<file path="src/rtl/gray_sync_rx.sv">
// Destination-domain receiver for gray-coded multi-bit values: per-bit synchronizer chain,
// gray-to-binary decode, change/delta reporting and a sticky multi-bit-flip error flag.
module gray_sync_rx #(
  parameter int WIDTH          = 8,
  parameter int NUM_CH         = 1,
  parameter int SYNC_STAGES    = 2,
  parameter int REG_OUTPUT     = 0,
  parameter int CHECK_LOSSLESS = 1
) (
  input  logic                     dest_clk,
  input  logic                     dest_rst_n,
  input  logic [NUM_CH*WIDTH-1:0]  src_in_gray,
  input  logic                     err_clr,
  output logic [NUM_CH*WIDTH-1:0]  dest_out_gray,
  output logic [NUM_CH*WIDTH-1:0]  dest_out_bin,
  output logic [NUM_CH-1:0]        dest_update,
  output logic [NUM_CH*WIDTH-1:0]  dest_delta,
  output logic [NUM_CH-1:0]        err_multi_bit
);

  localparam int TOT_W = NUM_CH * WIDTH;
  localparam int CNT_W = $clog2(SYNC_STAGES + 2);
  localparam logic [CNT_W-1:0] PRIME_MAX = CNT_W'(SYNC_STAGES + 1);

  logic [SYNC_STAGES-1:0][TOT_W-1:0] sync_q;
  logic [TOT_W-1:0]                  cur;
  logic [TOT_W-1:0]                  prev_q;
  logic [CNT_W-1:0]                  prime_cnt;
  logic                              primed;
  logic [NUM_CH-1:0]                 err_q;

  logic [TOT_W-1:0]  bin_c;
  logic [TOT_W-1:0]  delta_c;
  logic [NUM_CH-1:0] upd_c;
  logic [NUM_CH-1:0] viol_c;

  function automatic logic [WIDTH-1:0] gray2bin(input logic [WIDTH-1:0] g);
    logic [WIDTH-1:0] b;
    b[WIDTH-1] = g[WIDTH-1];
    for (int i = WIDTH - 2; i >= 0; i--) b[i] = b[i+1] ^ g[i];
    return b;
  endfunction

  // NOTE: the sync chain is a handful of discrete flops, not a RAM, so it is reset like any
  // other state; src_in_gray feeds sync_q[0] directly with no logic in front of it.
  always_ff @(posedge dest_clk or negedge dest_rst_n) begin
    if (!dest_rst_n) begin
      sync_q    <= '0;
      prev_q    <= '0;
      prime_cnt <= '0;
    end else begin
      // NOTE: non-blocking assignments let every stage sample the old value of its
      // predecessor, which is what makes this a shift chain rather than a wire.
      sync_q <= {sync_q[SYNC_STAGES-2:0], src_in_gray};
      prev_q <= cur;
      if (prime_cnt != PRIME_MAX) prime_cnt <= prime_cnt + 1'b1;
    end
  end

  assign cur    = sync_q[SYNC_STAGES-1];
  assign primed = (prime_cnt == PRIME_MAX);

  always_comb begin
    logic [WIDTH-1:0] cur_bin;
    logic [WIDTH-1:0] prev_bin;
    logic [WIDTH-1:0] flips;
    // NOTE: every comb output and local gets a default first so no path can infer a latch.
    bin_c    = '0;
    delta_c  = '0;
    upd_c    = '0;
    viol_c   = '0;
    cur_bin  = '0;
    prev_bin = '0;
    flips    = '0;
    for (int c = 0; c < NUM_CH; c++) begin
      cur_bin  = gray2bin(cur[c*WIDTH +: WIDTH]);
      prev_bin = gray2bin(prev_q[c*WIDTH +: WIDTH]);
      flips    = cur[c*WIDTH +: WIDTH] ^ prev_q[c*WIDTH +: WIDTH];
      bin_c[c*WIDTH +: WIDTH] = cur_bin;
      upd_c[c] = primed && (flips != '0);
      if (upd_c[c]) delta_c[c*WIDTH +: WIDTH] = cur_bin - prev_bin;
      // More than one bit set <=> clearing the lowest set bit leaves something behind.
      viol_c[c] = (CHECK_LOSSLESS != 0) && primed && ((flips & (flips - 1'b1)) != '0);
    end
  end

  // A new violation outranks a simultaneous clear so no error is ever lost.
  always_ff @(posedge dest_clk or negedge dest_rst_n) begin
    if (!dest_rst_n) err_q <= '0;
    else             err_q <= viol_c | (err_clr ? '0 : err_q);
  end

  if (REG_OUTPUT != 0) begin : g_out_reg
    always_ff @(posedge dest_clk or negedge dest_rst_n) begin
      if (!dest_rst_n) begin
        dest_out_gray <= '0;
        dest_out_bin  <= '0;
        dest_update   <= '0;
        dest_delta    <= '0;
        err_multi_bit <= '0;
      end else begin
        dest_out_gray <= cur;
        dest_out_bin  <= bin_c;
        dest_update   <= upd_c;
        dest_delta    <= delta_c;
        err_multi_bit <= err_q;
      end
    end
  end else begin : g_out_comb
    assign dest_out_gray = cur;
    assign dest_out_bin  = bin_c;
    assign dest_update   = upd_c;
    assign dest_delta    = delta_c;
    assign err_multi_bit = err_q;
  end

endmodule

</file>
<file path="config.mk">
export PLATFORM = sky130hd
export DESIGN_NAME = gray_sync_rx
export DESIGN_NICKNAME = d
export VERILOG_FILES = /design/src/rtl/gray_sync_rx.sv
export SDC_FILE = /design/constraint.sdc
export NUM_CORES = 1
export LEC_CHECK = 0
export BUFFER_PORTS_ARGS = -buffer_cell sky130_fd_sc_hd__buf_2
export CAP_MARGIN = 20
export CELL_PAD_IN_SITES_DETAIL_PLACEMENT = 0
export CELL_PAD_IN_SITES_GLOBAL_PLACEMENT = 2
export CORE_ASPECT_RATIO = 0.7
export CORE_MARGIN = 2
export CORE_UTILIZATION = 30
export DETAILED_ROUTE_END_ITERATION = 10
export PLACE_DENSITY_LB_ADDON = 0.1
export SLEW_MARGIN = 20
export SYNTH_ARGS = -nofsm -noshare
export SYNTH_HDL_FRONTEND = slang
export SYNTH_SLANG_ARGS = --single-unit
</file>
<file path="constraint.sdc">
create_clock -name dest_clk -period 2.9 [get_ports dest_clk]
set_input_delay 0.435 -clock dest_clk [delete_from_list [all_inputs] [get_ports dest_clk]]
set_output_delay 0.435 -clock dest_clk [all_outputs]
set_load 0.005 [all_outputs]
</file>
---- Word-level counts from Yosys, hierarchy flattened ----
Cells that the tools add are included.
cells by class
  $add $sub $neg .......................... 3
  eq/ne operators ......................... 2
  multiplexer cells ....................... 2
  bitwise logic cells ..................... 17
  reduce and logical (&&, ||, !) cells .... 4
operator list
  cell                                               number
  nonzero test 8 bit                                 2
  XOR 1 bit                                          14
  bitwise AND 8 bit                                  1
  2-to-1 mux 8 bit                                   1
  subtractor 8 x 1 -> 8 bit (second input constant)  1
  subtractor 8 bit                                   1
  XOR 8 bit                                          1
  adder 2 x 1 -> 2 bit (second input constant)       1
  == test 2 bit (second input constant)              1
  logical AND 1 bit                                  2
  inequality test 2 bit (second input constant)      1
  2-to-1 mux 1 bit                                   1
  OR 1 bit                                           1
word-level totals
  register bits ........................... 27
  input port bits ......................... 11
  output and inout bits ................... 26

---- Longest topological paths before layout ----
Gate-level depths: netlist of run 1.
  depth after elaboration ................. 9
  depth in mapped cells ................... 13
  depth with buffers taken out ............ 13

---- Least setup slack after synthesis of run 1 ----
No wires, ideal clock.
  kind .................................... reg-to-output
  start ................................... reg sync_q (netlist bit dest_out_gray[6])
  end ..................................... out dest_delta[6]
  arrival ................................. 2.854 ns
  data required time ...................... 2.465 ns
  slack ................................... -0.389 ns
  stages on the path, launching flop included .. 14
  path through ............................ dfrtp_1 xor2_2 xnor2_2 xnor2_2 xnor2_2 xor2_1 ha_1 fa_1 nor2b_1 o21ai_0 nand2_1 a21oi_1 or3_1 a31oi_1
between the ends
  longest elaborated chain between the ends .. 9
  elaborated cells between the ends (all ways) .. 12
  those cells by class .................... 1 x add/sub; 1 x mux; 8 x bitwise; 2 x reduce/logical
RTL lines
  item                        RTL line  source
  start: declaration          25        logic [SYNC_STAGES-1:0][TOT_W-1:0] sync_q;
  start signal: assignment    54        sync_q <= {sync_q[SYNC_STAGES-2:0], src_in_gray};
  XOR 1 bit (*)               40        for (int i = WIDTH - 2; i >= 0; i--) b[i] = b[i+1] ^ g[i];
  named net dest_out_bin[6]   15        output logic [NUM_CH*WIDTH-1:0] dest_out_bin,
  XOR 1 bit (*) (4 in a row)  40
  named net dest_out_bin[2]   15
  XOR 1 bit (2 in a row)      40
  subtractor 8 bit (*)        81        if (upd_c[c]) delta_c[c*WIDTH +: WIDTH] = cur_bin - prev_bin;
  2-to-1 mux 8 bit (*)        81
  end: declaration            17        output logic [NUM_CH*WIDTH-1:0] dest_delta,
The timed path passes the listed nets; every way through them passes the cells marked *.

---- Final worst setup path of run 1 ----
  start ................................... reg sync_q (netlist bit dest_out_gray[6])
  end ..................................... out dest_delta[6]
between the ends
  longest elaborated chain between the ends .. 9
  elaborated cells between the ends (all ways) .. 12
  those cells by class .................... 1 x add/sub; 1 x mux; 8 x bitwise; 2 x reduce/logical
RTL lines
  item                    RTL line
  XOR 1 bit (7 in a row)  40
  subtractor 8 bit        81
  2-to-1 mux 8 bit (*)    81
Mark *: on every way between the ends. The rest lies on a longest branch, timed or not.

==> results of run 1 <==
==> worst max-delay path: stages, from the launching register on <==
cell and delay [ns]:
dfrtp_1 0.42, xor2_2 0.20, xnor2_2 0.22, xnor2_2 0.13, xnor2_2 0.18, xor2_2 0.20
ha_2 0.20, fa_2 0.34, nor2b_2 0.13, o21ai_1 0.07, nand2_1 0.08, a21oi_1 0.07
or3_1 0.30, a31oi_1 0.12, buf_2 0.13
==> placed cells by master (no fill, tap or decap), types with 2 or more instances in the layout <==
| cell | Yosys | layout |
|---|---|---|
| clkbuf_8 | 0 | 3 |
| o21ai_0 | 5 | 3 |
| ha_1 | 9 | 7 |
| a21oi_1 | 5 | 4 |
| xnor2_2 | 4 | 7 |
| or3_1 | 2 | 2 |
| nor2_1 | 7 | 7 |
| buf_4 | 9 | 35 |
| maj3_1 | 2 | 2 |
| xor2_2 | 2 | 4 |
| xor2_1 | 11 | 9 |
| buf_2 | 0 | 36 |
| xnor2_1 | 12 | 9 |
| nor3_1 | 4 | 3 |
| dfrtp_1 | 27 | 27 |
| nor2b_1 | 4 | 2 |
| buf_6 | 0 | 2 |
| nand2_1 | 3 | 3 |
| inv_1 | 8 | 8 |
==> timing repair <==
item	4_1_cts	5_1_grt
pin swaps	10	7
resized for setup	7	11
endpoints found under the setup margin	7	7
buffers inserted	8	4
==> power by group <==
part / internal, W / switching, W / total (W)
registers: 0.000393 / 0.0000129 / 0.000406
clock network: 0.0000961 / 0.000109 / 0.000206
logic: 0.000471 / 0.000352 / 0.000823
==> flip-flops by register name (all words and copies together), names as in the netlist <==
| signal | flops |
|---|---|
| dest_out_gray | 8 |
| err_multi_bit | 1 |
| prev_q | 8 |
| prime_cnt | 2 |
| sync_q | 8 |
==> cell type report <==
cell class,count,area (sq um),share of cell area
multi-input combinational,83,775.7,0.3730
clock inverter,1,5.005,0.002407
tap,69,86.33,0.04152
clock buffer,3,41.29,0.01986
inverter,8,30.03,0.01444
timing repair buffer,73,465.4,0.2238
sequential,27,675.6,0.3249
==> cell families (layout without fill, tap and decap cells) <==
family | count (synthesis) | count (layout) | share of synthesized area
flip-flops | 27 | 27 | 0.4596
multiplexers | 2 | 2 | 0.01447
AO/OA/AOI/OAI | 16 | 16 | 0.06639
buffers and inverters | 18 | 85 | 0.06893
AND/OR/NAND/NOR | 24 | 24 | 0.08341
adder cells (fa/ha/maj) | 12 | 12 | 0.1038
XOR/XNOR | 29 | 29 | 0.2034
==> synth_stat cells (all sizes together) <==
library cell / number / share of area
or3: 2 / 0.0085
xor2: 13 / 0.088
xnor2: 16 / 0.12
o22a: 1 / 0.0060
mux2i: 1 / 0.0068
nand2: 3 / 0.0077
ha: 9 / 0.077
o21a: 1 / 0.0051
mux2: 1 / 0.0077
nor2b: 4 / 0.017
a21boi: 1 / 0.0051
fa: 1 / 0.014
a31oi: 1 / 0.0043
clkbuf: 1 / 0.0026
nor3b: 1 / 0.0051
a21bo: 1 / 0.0068
nor3: 4 / 0.014
buf: 9 / 0.046
maj3: 2 / 0.014
nand3b: 1 / 0.0051
o21ai: 5 / 0.017
a211oi: 1 / 0.0051
nor2: 7 / 0.018
nor4: 1 / 0.0043
a21oi: 5 / 0.017
inv: 8 / 0.020
dfrtp: 27 / 0.46
nand2b: 1 / 0.0043
==> how the worst max path moves through the flow <==
stage,slack [ns],cells after the start,startpoint,end
after floorplan,-0.39,13,dest_out_gray[7]$_DFF_PN0_,dest_delta[6]
after global placement,-0.44,14,dest_out_gray[7]$_DFF_PN0_,dest_delta[6]
after detailed placement,-0.43,14,prev_q[6]$_DFF_PN0_,dest_delta[6]
after CTS,-0.68,14,dest_out_gray[6]$_DFF_PN0_,dest_delta[6]
after global routing,-0.86,14,dest_out_gray[6]$_DFF_PN0_,dest_delta[6]
final,-0.59,14,dest_out_gray[6]$_DFF_PN0_,dest_delta[6]
==> per-stage QoR <==
| stage | TNS [ns] | power (W) |
|---|---|---|
| after floorplan | -0.8605 | 0.0007879 |
| after global placement | -1.440 | 0.001065 |
| after detailed placement | -1.450 | 0.001063 |
| after CTS | -2.954 | 0.001366 |
| after global routing | -4.027 | 0.001571 |
| final | -2.416 | 0.001435 |
==> metal layers <==
metal	vias to the layer above	track usage	wire, um
met5	-	0	0
met4	0	0.05385	54
met3	6	0.02378	154
met2	27	0.1638	1295
met1	473	0.1537	1390
li1	544	-	-
==> impl_results.md, run 1 <==
- Port Buffer Count: 36
- Final instance count without filler cells: 264
- Final non-filler cell area: 2079 sq um
- Post-Route WL: 2.894 mm
- Dpl cells: 248
- Initial core utilization: 0.3091
- Drt initial violations: 13
- CTS Buf Count: 3
- WS Path Type: reg2out
- Cts hold-fix bufs: 0
- PwrDens: 690.1 nW/um^2
- Number of fill cells: 473
- Die W: 87.67 um
- GRT Residual Overflow: 0
- Vias in the first global route: 1112
- Peak supply drop: 0.0003102 V
- Reg2Reg Setup Slack: 1.18 ns
- Clock Path Buffers: 2
- Nets@finish: 217
- Core area: 4756 sq um
- Root Driver: clkbuf_8
- WL per Instance: 10.96 um
- Yosys reg bits: 27
- Pre-CTS setup slack: -0.4288 ns
- Post-synthesis cell area: 1470 sq um
- GR Util All Layers: 0.1110
- Worst Setup Start Kind: register
- CTS tree: yes
- Violated checks: negative setup slack
- Final Setup Violations: 7
- Pleak: 0.9883 nW
- First-pass GRT wire length: 4.781 mm
- Fmax: 286.7 MHz
- Post-placement cell area: 1858 sq um
- Crit Reg-Reg Endpoint: err_multi_bit$_DFF_PN0_
- Final Cycle Share: 1.203
- Vias: 1050
- Clock Sinks: 27
- GP Congestion: 0.6980
- Fin Clk Skew: 0.004257 ns
- Final core utilization: 0.4373
- Crit. End Element: primary output
- Seq/Total Area, Yosys: 0.4596
- Row count: 21
- Initial antenna violation count: 0
- # diodes: 0
- Unrepaired setup endpoints after global routing: true
- Area grow syn2layout: 41.45%
- First-pass iteration count of the detailed router: 2
- CTS H-Tree Depth: 1
- Largest net degree at the start of global routing: 28
- Later-pin clock latency in the skew report: 0.27 ns
- Chip Height: 62.57 um
- Endpoints failing hold: 0
- Worst setup margin: -0.5881 ns
- Final min period: 3.488 ns
- CP arrival: 3.05 ns
- ANT nets after route: 0
- Max Transition Viols Final: 0
- Vias per cell: 3.977
- Syn Nets: 149
- YS warnings: 0
- Die ar.: 5486 sq um
- Status: finished with violations
- Clk pin slew, worst setup/hold paths: 0.09 ns
- Minimum hold slack: 0.1501 ns
- CP Max Fanout: 3
- Slew at the pin closest to its max-slew limit: 0.5644 ns
- Synth cell types: 30
- Avg Cell Area, Syn: 11.49 sq um
- DP Wirelength: 2.280 mm
- Share of cells above drive strength 1: 0.5077
- DRC violations left: 0
- Rel. slew slack: 0.6237
- IO Pins: 37
- Req. time, crit path: 2.47 ns
- Synth Instances: 128
- Worst min-delay path category: in2async
- Worst r2r src: dest_out_gray[2]$_DFF_PN0_
- Max Cap Viol: 0
- Reg2reg path depth: 6
(Power assumes the default switching activity.)
==> run 2, diff against run 1 <==
--- a/config.mk
+++ b/config.mk
@@ -11,7 +11,7 @@
 export CELL_PAD_IN_SITES_GLOBAL_PLACEMENT = 2
 export CORE_ASPECT_RATIO = 0.7
 export CORE_MARGIN = 2
-export CORE_UTILIZATION = 30
+export CORE_UTILIZATION = 33
 export DETAILED_ROUTE_END_ITERATION = 10
 export PLACE_DENSITY_LB_ADDON = 0.1
 export SLEW_MARGIN = 20
==> constraint.sdc (replaced) <==
create_clock -name dest_clk -period 3.4 [get_ports dest_clk]
set_input_delay 0.51 -clock dest_clk [delete_from_list [all_inputs] [get_ports dest_clk]]
set_output_delay 0.51 -clock dest_clk [all_outputs]
set_load 0.005 [all_outputs]
==> run 2 against run 1 <==
  * The flow still finishes with violations (negative setup slack)
  * Clock power shrank 7%
  * Utilization grew 4.0 points
  * Power shrank 12%
  * Die area shrank 8.6%
  * Cell area shrank 1.2%
  * Worst setup slack gained 0.36 ns
  * Critical path depth is the same
  * Sequential cell count is the same
  * Via count shrank 0.57%
  * Routed wire length grew 1.7%
  * Critical path type unchanged
  * Global-route usage grew 1.7 points
  * Sequential share of layout area grew 0.40 points
==> impl_results.md, run 2 (synthesis results as in run 1) <==
- Status: finished with violations
- Violated checks: negative setup slack
- Core area: 4304 sq um (-9.5%)
- Clock Path Buffers: 2 (unchanged)
- Endpoints failing hold: 0 (unchanged)
- Critical path buffer and inverter count: 1 (unchanged)
- Pleak: 0.9645 nW (-2.4%)
- First-pass iteration count of the detailed router: 4 (+2)
- Slew at the pin closest to its max-slew limit: 0.5834 ns (+0.01901 ns)
- Clock Sinks: 27 (unchanged)
- Final Setup Violations: 4 (-3)
- Crit. End Element: primary output
- ANT nets after route: 0 (unchanged)
- DP Wirelength: 2.279 mm (about the same)
- Worst Setup Start Kind: register
- Commonest non-fill, non-tap cell in the layout: buf_2
- Share of cells above drive strength 1: 0.5105 (+0.002834)
- Fin Clk Skew: 0.004255 ns (-0.000002580 ns)
- GRT Residual Overflow: 0 (unchanged)
- WL per Instance: 12.01 um (+9.5%)
- Row count: 20 (-4.8%)
- Largest net degree at the start of global routing: 28 (unchanged)
- GP Congestion: 0.7603 (+8.9%)
- Die ar.: 5014 sq um (-8.6%)
- Chip Height: 59.85 um (-4.4%)
- WS Path Type: reg2out
- DRC violations left: 0 (unchanged)
- CTS H-Tree Depth: 1 (unchanged)
- Worst path cell trace: xor2_2 > xnor2_2 > xnor2_2 > xnor2_2 > xor2_1 > ha_2 > fa_2 > nor2b_4 > o21ai_2 > nand2_2 > a21oi_2 > or3_1 > a31oi_1 > buf_2
- CP Max Fanout: 3 (unchanged)
- GR Util All Layers: 0.1277 (+0.01661)
- Final instance count without filler cells: 245 (-7.2%)
- CP arrival: 3.12 ns (+0.07 ns)
- First-pass GRT wire length: 4.823 mm (+0.88%)
- CP max stage cell: dfrtp_1
- Worst setup margin: -0.2259 ns (+0.3621 ns)
- Worst stage delay on the critical path: 0.42 ns (about the same)
- Later-pin clock latency in the skew report: 0.28 ns (about the same)
- Port Buffer Count: 36 (unchanged)
- Regs by FF count: dest_out_gray x8, prev_q x8, sync_q x8
- Max Transition Viols Final: 0 (unchanged)
- Most frequent cells in the layout: 36 x buf_2, 28 x buf_4, 27 x dfrtp_1
- Dpl cells: 233 (-6.0%)
- # diodes: 0 (unchanged)
- Vias per cell: 4.261 (+7.1%)
- Post-Route WL: 2.942 mm (+1.7%)
- Req. time, crit path: 2.89 ns (+0.42 ns)
- Max Cap Viol: 0 (unchanged)
- Vias: 1044 (-0.57%)
- Initial antenna violation count: 0 (unchanged)
- Vias in the first global route: 1033 (-7.1%)
- Clk pin slew, worst setup/hold paths: 0.10 ns (about the same)
- Die W: 83.78 um (-4.4%)
- Unrepaired setup endpoints after global routing: true
- Initial core utilization: 0.3416 (+0.03244)
- Final min period: 3.626 ns
- Cell mode on critical path: xnor2_2
- Worst min-delay path category: in2async
- Fmax: 275.8 MHz
- Drt initial violations: 13 (unchanged)
- Final Cycle Share: 1.066
- CTS Buf Count: 3 (unchanged)
- Pre-CTS setup slack: -0.04635 ns (+0.3825 ns)
- Area grow syn2layout: 39.74%
- Nets@finish: 212 (-2.3%)
- Family with the most delay on the worst path: XOR/XNOR gates
- PwrDens: 614.4 nW/um^2 (-11%)
- Peak supply drop: 0.0002750 V (-11%)
- CTS tree: yes
- IO Pins: 37 (unchanged)
- Rel. slew slack: 0.6111 (-0.01267)
- Root Driver: clkbuf_8
## run 2: area by class of cell
| cell class | instances | area (sq um) |
|---|---|---|
| Clock buffer | 3 | 41.29 |
| Clock inverter | 1 | 8.758 |
| Fill cell | 422 | 2250 |
| Inverter | 8 | 30.03 |
| Multi-Input combinational cell | 83 | 794.5 |
| Sequential cell | 27 | 675.6 |
| Tap cell | 55 | 68.82 |
| Timing Repair Buffer | 68 | 435.4 |
## run 2: worst paths after layout
| path | startpoint | to | cells after the start | slack [ns] |
|---|---|---|---|---|
| setup / recovery | dest_out_gray[6]$_DFF_PN0_ | dest_delta[6] | 14 | -0.23 |
| hold / removal | dest_rst_n | prev_q[7]$_DFF_PN0_ | 1 | 0.22 |
| setup reg to reg | dest_out_gray[2]$_DFF_PN0_ | err_multi_bit$_DFF_PN0_ | 6 | 1.71 |
| hold reg to reg | sync_q[6]$_DFF_PN0_ | dest_out_gray[6]$_DFF_PN0_ | 0 | 0.36 |
| max in group asynchronous | dest_rst_n | prev_q[6]$_DFF_PN0_ | 1 | 2.80 |
| min in group dest_clk | src_in_gray[3] | sync_q[3]$_DFF_PN0_ | 1 | 0.33 |
## run 2: metrics by stage
stage / cell area [sq um] / total power [W] / TNS, ns / hold WS, ns / util
2_1_floorplan: 1470 / 0.0006674 / 0 / 0.2144 / -
3_3_place_gp: 1828 / 0.0009071 / -0.1007 / 0.3318 / 0.4247
5_1_grt: 2054 / 0.001379 / -1.428 / 0.2667 / 0.4773
4_1_cts: 1991 / 0.001221 / -0.8757 / 0.2382 / 0.4625
6_report: 2054 / 0.001262 / -0.4385 / 0.2230 / 0.4773
3_5_place_dp: 1828 / 0.0009067 / -0.07977 / 0.3347 / 0.4247
## run 2: timing repair
item,CTS,global route
buffers inserted,9,5
pin swaps,13,11
resized for setup,13,13
endpoints found under the setup margin,5,6
hold buffers,0,0
## run 2: report_power, final
| group | leakage (nW) | switching [W] | internal [W] |
|---|---|---|---|
| clock | 0.0261 | 0.000105 | 0.0000861 |
| combinational | 0.632 | 0.000313 | 0.000411 |
| sequential | 0.306 | 0.0000119 | 0.000336 |
| total | 0.965 | 0.000430 | 0.000832 |
## run 2: routing by layer
metal | vias to the layer above | global-route usage | part of all wire
met5 | - | 0 | 0
met4 | 0 | 0.03456 | 0.0099
met3 | 4 | 0.04420 | 0.056
met2 | 25 | 0.2057 | 0.45
met1 | 481 | 0.1667 | 0.48
li1 | 534 | - | -
## run 2: worst reg2reg max path, stage by stage, from the launching register on
cell and delay (ns):
dfrtp_1 0.42, buf_4 0.16, xor2_1 0.15, maj3_1 0.36, a211oi_1 0.20, o21ai_0 0.11
o22a_1 0.18
==> run 3, diff against run 2 <==
--- a/config.mk
+++ b/config.mk
@@ -7,13 +7,13 @@
 export LEC_CHECK = 0
 export BUFFER_PORTS_ARGS = -buffer_cell sky130_fd_sc_hd__buf_2
 export CAP_MARGIN = 20
-export CELL_PAD_IN_SITES_DETAIL_PLACEMENT = 0
+export CELL_PAD_IN_SITES_DETAIL_PLACEMENT = 2
 export CELL_PAD_IN_SITES_GLOBAL_PLACEMENT = 2
 export CORE_ASPECT_RATIO = 0.7
 export CORE_MARGIN = 2
 export CORE_UTILIZATION = 33
 export DETAILED_ROUTE_END_ITERATION = 10
-export PLACE_DENSITY_LB_ADDON = 0.1
+export PLACE_DENSITY_LB_ADDON = 0.12
 export SLEW_MARGIN = 20
 export SYNTH_ARGS = -nofsm -noshare
 export SYNTH_HDL_FRONTEND = slang
==> run 3 against run 2 <==
  * The flow still finishes with violations (negative setup slack)
  * Utilization down 0.087 points
  * Global-route usage rose by 3.4 points
  * Clock-buffer cell count stayed put
  * Largest cell class unchanged
  * Highest routed layer unchanged
==> impl_results.md, run 3 (synthesis results as in run 1) <==
- Nets@finish: 211 (-0.47%)
- Clock Path Buffers: 2 (unchanged)
- Reg2reg path depth: 6 (unchanged)
- Vias: 1127 (+8.0%)
- Largest net degree at the start of global routing: 28 (unchanged)
- Commonest non-fill, non-tap cell in the layout: buf_2
- Endpoints failing hold: 0 (unchanged)
- Unrepaired setup endpoints after global routing: true
- Post-placement cell area: 1828 sq um (unchanged)
- GR Util All Layers: 0.1618 (+0.03419)
- Final non-filler cell area: 2051 sq um (-0.18%)
- DRC violations left: 0 (unchanged)
- Die W: 83.78 um (unchanged)
- CP max stage cell: dfrtp_1
- PwrDens: 619.5 nW/um^2 (+0.84%)
- Final core utilization: 0.4765 (-0.0008730)
- Worst setup margin: -0.3095 ns (-0.08360 ns)
- Max Cap Viol: 0 (unchanged)
- Clock Sinks: 27 (unchanged)
- Vias in the first global route: 1194 (+16%)
- Req. time, crit path: 2.89 ns (about the same)
- Final Cycle Share: 1.091 (+0.02459)
- CP Max Fanout: 2 (-1)
- Cts hold-fix bufs: 0 (unchanged)
- Drt initial violations: 17 (+4)
- Crit path from: dest_out_gray[6]$_DFF_PN0_
- Clk pin slew, worst setup/hold paths: 0.10 ns (about the same)
- Core area: 4304 sq um (unchanged)
- Initial antenna violation count: 0 (unchanged)
- CP arrival: 3.20 ns (+0.08 ns)
- Violated checks: negative setup slack
- Worst path cell trace: xor2_2 > xnor2_2 > xnor2_2 > xnor2_2 > xor2_2 > ha_2 > fa_2 > nor2b_2 > o21ai_1 > nand2_1 > a21oi_1 > or3_1 > a31oi_1 > buf_2
- # diodes: 0 (unchanged)
- ANT nets after route: 0 (unchanged)
- CTS tree: yes
- Initial core utilization: 0.3416 (unchanged)
- WL per Instance: 16.13 um (+34%)
- Row count: 20 (unchanged)
- Post-Route WL: 3.935 mm (+34%)
- Pleak: 0.9683 nW (+0.39%)
- Area grow syn2layout: 39.49%
- Reg2Reg Setup Slack: 1.68 ns (-0.03 ns)
- Later-pin clock latency in the skew report: 0.28 ns (about the same)
- Crit Reg-Reg Endpoint: err_multi_bit$_DFF_PN0_
- First-pass GRT wire length: 6.196 mm (+28%)
- Max Transition Viols Final: 0 (unchanged)
- First-pass iteration count of the detailed router: 4 (unchanged)
- GP Congestion: 0.7453 (-2.0%)
- Fmax: 269.6 MHz (-2.3%)
- Worst r2r src: dest_out_gray[7]$_DFF_PN0_
- IO Pins: 37 (unchanged)
- Peak supply drop: 0.0002568 V (-6.6%)
- Cell mode on critical path: xnor2_2
- Root Driver: clkbuf_8
- Die ar.: 5014 sq um (unchanged)
- Worst stage delay on the critical path: 0.42 ns (about the same)
- Share of cells above drive strength 1: 0.5238 (+0.01328)
- Status: finished with violations
- Worst Setup Start Kind: register
- Regs by FF count: dest_out_gray x8, prev_q x8, sync_q x8
- Rel. slew slack: 0.6007 (-0.01039)
- Most frequent cells in the layout: 36 x buf_2, 31 x buf_4, 27 x dfrtp_1
- DP Wirelength: 2.951 mm (+29%)
- Chip Height: 59.85 um (unchanged)
- Slew at the pin closest to its max-slew limit: 0.5990 ns (+0.01559 ns)
- Vias per cell: 4.619 (+8.4%)
- GRT Residual Overflow: 0 (unchanged)
- Worst min-delay path category: in2async
- Final min period: 3.710 ns (+0.08360 ns)
- CTS Buf Count: 3 (unchanged)
- Final Setup Violations: 5 (+1)
- Crit. End Element: primary output
- WS Path Type: reg2out
- CTS H-Tree Depth: 1 (unchanged)
- Port Buffer Count: 36 (unchanged)
- Fin Clk Skew: 0.01039 ns (+0.006135 ns)
==> run 3: metrics by stage <==
stage	power (W)	TNS [ns]	hold WS [ns]	worst slack [ns]	std cells
final	0.001270	-0.7830	0.2189	-0.3095	244
after CTS	0.001188	-1.151	0.2329	-0.3708	240
after detailed placement	0.0009455	-0.2252	0.3389	-0.1488	233
after global routing	0.001380	-1.896	0.2564	-0.5436	244
after global placement	0.0009204	-0.1190	0.3336	-0.07273	233
after floorplan	0.0006674	0	0.2144	0.03588	128
==> run 3: worst max path at each step <==
stage                          to  slack [ns]  depth (start not counted)
finish              dest_delta[6]       -0.31                         14
global route        dest_delta[6]       -0.54                         14
CTS                 dest_delta[6]       -0.37                         14
detailed placement  dest_delta[6]       -0.15                         14
global placement    dest_delta[5]       -0.07                         14
floorplan           dest_delta[6]        0.04                         13
==> run 3: area by class of cell <==
class | instances | area, sq um
inverter | 8 | 30.03
tap | 55 | 68.82
fill | 451 | 2253
sequential | 27 | 675.6
timing repair buffer | 67 | 412.9
multi-input combinational | 83 | 813.3
clock buffer | 3 | 41.29
clock inverter | 1 | 8.758
==> run 3: report_power, final <==
part	total [W]	internal [W]	switching (W)
clock network	0.000195	0.0000863	0.000108
logic	0.000726	0.000395	0.000331
registers	0.000350	0.000336	0.0000140
total	0.00127	0.000817	0.000453
==> run 3: what timing repair did <==
| item | in CTS | in global routing |
|---|---|---|
| setup endpoints to repair | 5 | 5 |
| resized for setup | 9 | 16 |
| pin swaps | 7 | 14 |
| buffers inserted | 3 | 7 |
==> run 3: routing by layer <==
metal | share of wire | GRT usage | routed length [um]
met4 | 0.020 | 0.02765 | 80
met2 | 0.51 | 0.2926 | 2001
met1 | 0.43 | 0.2035 | 1678
met3 | 0.044 | 0.04006 | 174
met5 | 0 | 0 | 0
==> run 3: critical path: cells and delay by family, from the launching register on <==
kind	cells	cell delay, ns
xor gates and xnor gates	5	0.95
and+or+nand+nor	3	0.55
adders and majority gates	2	0.54
DFF	1	0.42
AOI/OAI and AO/OA	3	0.29
buffers and inverters	1	0.13
